$ cat config.mk
export PLATFORM = sky130hd
export DESIGN_NAME = pipelined_prefix_adder
export DESIGN_NICKNAME = d
export VERILOG_FILES = /design/src/rtl/pipelined_prefix_adder.sv
export SDC_FILE = /design/constraint.sdc
export NUM_CORES = 1
export LEC_CHECK = 0
export ABC_AREA = 1
export BUFFER_PORTS_ARGS = -buffer_cell sky130_fd_sc_hd__buf_2
export CAP_MARGIN = 30
export CORE_MARGIN = 3
export CORE_UTILIZATION = 30
export DETAILED_ROUTE_END_ITERATION = 6
export PLACE_DENSITY_LB_ADDON = 0.08
export SKIP_CTS_REPAIR_TIMING = 1
export SLEW_MARGIN = 20
export SYNTH_ARGS = -nofsm -noshare
export SYNTH_HDL_FRONTEND = slang
export SYNTH_SLANG_ARGS = --single-unit
export TNS_END_PERCENT = 10
$ cat constraint.sdc
create_clock -name clk -period 6.5 [get_ports clk]
set_clock_uncertainty 0.15 [all_clocks]
set_input_delay 0.975 -clock clk [delete_from_list [all_inputs] [get_ports clk]]
set_output_delay 0.975 -clock clk [all_outputs]
set_load 0.005 [all_outputs]
$ cat src/rtl/pipelined_prefix_adder.sv
// Kogge-Stone prefix adder/subtractor with optional per-level pipeline registers.
// The carry-in column is folded into bit 0 at g/p generation, so LEVELS levels cover every column.
module pipelined_prefix_adder #(
  parameter int  WIDTH     = 8,
  parameter bit  PIPELINED = 1'b1,
  localparam int LEVELS    = $clog2(WIDTH)
) (
  input  logic             clk,
  input  logic             reset,
  input  logic             in_valid,
  output logic             in_ready,
  input  logic [WIDTH-1:0] a,
  input  logic [WIDTH-1:0] b,
  input  logic             cin,
  input  logic             sub,
  output logic             out_valid,
  input  logic             out_ready,
  output logic [WIDTH-1:0] sum,
  output logic             cout,
  output logic             ovf
);

  // Handshake: a beat moves on an edge where valid && ready on that side. The whole pipe
  // advances together on adv; in_ready == adv, so a stalled output freezes every stage.
  logic             adv;
  logic [WIDTH-1:0] b_eff, g_in, p_in, gc;
  logic             c_eff;

  assign adv      = !out_valid || out_ready;
  assign in_ready = adv;
  assign b_eff    = sub ? ~b : b;
  assign c_eff    = sub | cin;
  assign p_in     = a ^ b_eff;
  assign g_in     = (a & b_eff) | {{(WIDTH-1){1'b0}}, p_in[0] & c_eff};

  for (genvar k = 0; k <= LEVELS; k++) begin : g_st
    logic [WIDTH-1:0] g, g_n, praw, praw_n;
    logic             c, c_n, v, v_n;

    if (k == 0) begin : g_src
      assign g_n    = g_in;
      assign praw_n = p_in;
      assign c_n    = c_eff;
      assign v_n    = in_valid;
    end else begin : g_src
      localparam int D = 1 << (k - 1);
      assign g_n    = g_st[k-1].g | (g_st[k-1].g_pp.p & (g_st[k-1].g << D));
      assign praw_n = g_st[k-1].praw;
      assign c_n    = g_st[k-1].c;
      assign v_n    = g_st[k-1].v;
    end

    // Group propagate is not needed once the last level has been applied.
    if (k < LEVELS) begin : g_pp
      logic [WIDTH-1:0] p, p_n;
      if (k == 0) begin : g_pn
        assign p_n = {p_in[WIDTH-1:1], 1'b0};
      end else begin : g_pn
        localparam int D = 1 << (k - 1);
        localparam logic [WIDTH-1:0] MASK = ~({WIDTH{1'b1}} << D);
        assign p_n = g_st[k-1].g_pp.p & ((g_st[k-1].g_pp.p << D) | MASK);
      end
      if (PIPELINED) begin : g_reg
        always_ff @(posedge clk) begin
          if (adv) p <= p_n;
        end
      end else begin : g_wire
        assign p = p_n;
      end
    end

    if (PIPELINED) begin : g_reg
      always_ff @(posedge clk) begin
        if (reset) begin
          v <= 1'b0;
        end else if (adv) begin
          v    <= v_n;
          g    <= g_n;
          praw <= praw_n;
          c    <= c_n;
        end
      end
    end else begin : g_wire
      assign v    = v_n;
      assign g    = g_n;
      assign praw = praw_n;
      assign c    = c_n;
    end
  end

  assign gc = g_st[LEVELS].g;

  always_ff @(posedge clk) begin
    if (reset) begin
      out_valid <= 1'b0;
      sum       <= '0;
      cout      <= 1'b0;
      ovf       <= 1'b0;
    end else if (adv) begin
      out_valid <= g_st[LEVELS].v;
      if (g_st[LEVELS].v) begin
        sum  <= g_st[LEVELS].praw ^ {gc[WIDTH-2:0], g_st[LEVELS].c};
        cout <= gc[WIDTH-1];
        ovf  <= gc[WIDTH-1] ^ gc[WIDTH-2];
      end
    end
  end

endmodule

==> summary.md <==
| Metric | Value |
|---|---|
| Run status | `complete, no violations` |
| Cell Pwr Density | `331 nW/µm²` |
| Synth area leader | `edfxtp_1` |
| FF+latch count, synth | `100` |
| IO Pins | `34` |
| Syn Inst Count | `267` |
| Final Core Density | `37.3%` |
| Area occupied by registers | `2850 µm²` |
| DP Area | `4030 µm²` |
| Final hold violation count | `0` |
| Final setup vio count | `0` |
| H-tree levels | `3` |
| Gp weighted congestion | `0.666` |
| Fmax | `368 MHz` |
| Leak pwr | `0.00193 µW` |
| Area of the mapped netlist | `3700 µm²` |
| Total grt overflow | `0` |
| Port bufs | `33` |
| CTS tree | `built` |
| Largest family of logic cells by synthesized area | `simple AND/OR/NAND/NOR gates` |
| Worst R2R Setup Slack | `4310 ps` |
| Die area | `13700 µm²` |
| Starting DRC count in detailed routing | `96` |
| Post-synthesis compound-gate area fraction | `4.06%` |
| Tot Pwr | `1450 µW` |
| Simple-Gate Fraction of Synth Area | `9.97%` |
| Cell variety after synth | `17` |
| Vias | `1785` |
| CP Max Fanout | `27` |
| HP Class | `register to register` |
| CTS Buf Count | `9` |
| Pre-antenna DRT Iters | `4` |
| Fin crit share | `41.8%` |
| Clock transition at the registers of the reported paths | `60 ps` |
| Crit path DAT | `1590 ps` |
| Avg Cell Area, Syn | `13.9 µm²` |
| Dpl ws | `3500 ps` |
| Global-route wire length before repair | `8.61 mm` |
| Crit path from | `out_ready` |
| Core area | `11700 µm²` |
| GRT Resource Usage Total | `8.35%` |
| DRC | `0` |
| Multi-input logic area | `697 µm²` |
| Crit end category | `output pin` |
| Area delta synth->final | `18.1%` |
| Top cells by area, synth | `edfxtp_1 69%, dfxtp_1 8.1%, nand2_1 4.7%, nor2_1 4.2%, inv_1 3.4%` |
| Antenna Cells | `0` |
| Synth Area in XOR/XNOR | `1.89%` |
| Root Buffer | `clkbuf_16` |
| Nets | `339` |
| Worst Path Required | `5370 ps` |
| Post-synthesis adder-cell area fraction | `2.70%` |
| Slew Limit Headroom | `41.8%` |
| Worst-Skew Late Latency | `330 ps` |
| Final WS setup | `3790 ps` |
| Clk sinks | `100` |
| Syn Nets | `297` |
| Min-delay src | `g_st[1].praw[5]$_DFFE_PP_` |
| Total of max-cap violations | `0` |
| Final WL | `5.01 mm` |
| Synthesis Warnings | `0` |
| Critical Path Start Type | `primary input` |
| Sequential area share after synthesis | `77.1%` |
| Row count | `39` |
| Final Cell Area | `4370 µm²` |
| ANT nets after route | `0` |
| Clock buffer depth | `2` |
| Starting density of the core | `31.6%` |
| Vias in the first global route | `1786` |
| Worst Tran Pin Value | `873 ps` |
| Setup TNS | `0 ps` |
| Mux contribution to synthesized area | `0%` |
| VDD IR max | `0.145 mV` |
| Die W | `117 µm` |
| Fraction of layout cells with a size suffix above 1 | `16.9%` |
| Clock period minus final worst setup slack | `2710 ps` |
| Worst R2R Start | `out_valid$_SDFFE_PP0P_` |
| Synth top area share | `69.0%` |
| RSZ-0062 raised after global routing | `no` |
| Initial antenna violation count | `0` |
| Via density | `3.91` |
| Die Y | `117 µm` |
| Largest net degree at the start of global routing | `69` |
| Fillers | `1148` |
| Critical path class | `primary input to output pin` |
| Post-detail-place hpwl | `3.18 mm` |
| Slew Viols, Final | `0` |
| WL/cell | `11.0 µm` |
-- stage by stage --
stage / cells / hold WS [ps]
CTS: 457 / 267
global route: 457 / 269
finish: 457 / 264
global placement: 441 / 257
detailed placement: 441 / 255
floorplan: 267 / 250
-- where the power goes --
part | total [µW] | switching (µW) | internal, µW
combinational | 68.2 | 38.4 | 29.7
sequential | 787 | 23.0 | 764
clock | 593 | 218 | 375
-- cells in the final DEF (no fill, tap or decap) --
cell and n:
nor2_1 40, buf_2 33, a21o_1 16, clkinv_1 2
bufinv_16 3, edfxtp_1 85, clkinv_4 2, nand2_1 46
ha_1 8, nand3_1 1, o21ai_0 4, a21oi_1 2
clkbuf_16 9, or2_4 1, nand2_4 2, nor2_2 1
xor2_1 8, dfxtp_1 15, nor2_4 1, buf_4 1
inv_1 34
-- final timing paths --
check / to / depth (start not counted)
worst min register to register: g_st[2].praw[5]$_DFFE_PP_ / 0
worst max register to register: g_st[2].g[5]$_DFFE_PP_ / 4
worst max-delay path: in_ready / 4
worst min-delay path: g_st[2].praw[5]$_DFFE_PP_ / 0
-- synthesized netlist by cell type --
library cell,instances
a21o_1,16
a21oi_1,2
buf_2,1
buf_6,1
buf_8,1
dfxtp_1,15
edfxtp_1,85
ha_1,8
inv_1,34
nand2_1,46
nand2_4,2
nand3_1,1
nor2_1,41
nor2_2,1
o21ai_0,4
or2_4,1
xor2_1,8
-- kinds of logic (layout without fill, tap and decap cells) --
| family | Yosys count | count (layout) |
|---|---|---|
| compound gates | 22 | 22 |
| xor+xnor | 8 | 8 |
| fa+ha+maj | 8 | 8 |
| buf+inv | 37 | 84 |
| flops | 100 | 100 |
| simple gates | 92 | 92 |
-- area by class of cell --
type                    instances  area share [%]
flip-flops and latches        100            65.3
multi-input cells             130            16.0
clock buffers                   9            5.15
well taps                     143            4.10
repair buffers                 34            3.95
inverters                      34            2.92
clock inverters                 7            2.63
-- worst max-delay path: stages --
cell	delay, ps
buf_2	90
inv_1	80
nand2_4	220
buf_2	220
-- routing by layer --
layer	track usage (%)	up-vias	wire, µm
li1	-	971	-
met1	10.6	771	2460
met2	12.8	36	2240
met3	2.93	7	231
met4	3.90	0	91
met5	0	-	0
No activity file was read; power rests on OpenSTA's default activity.
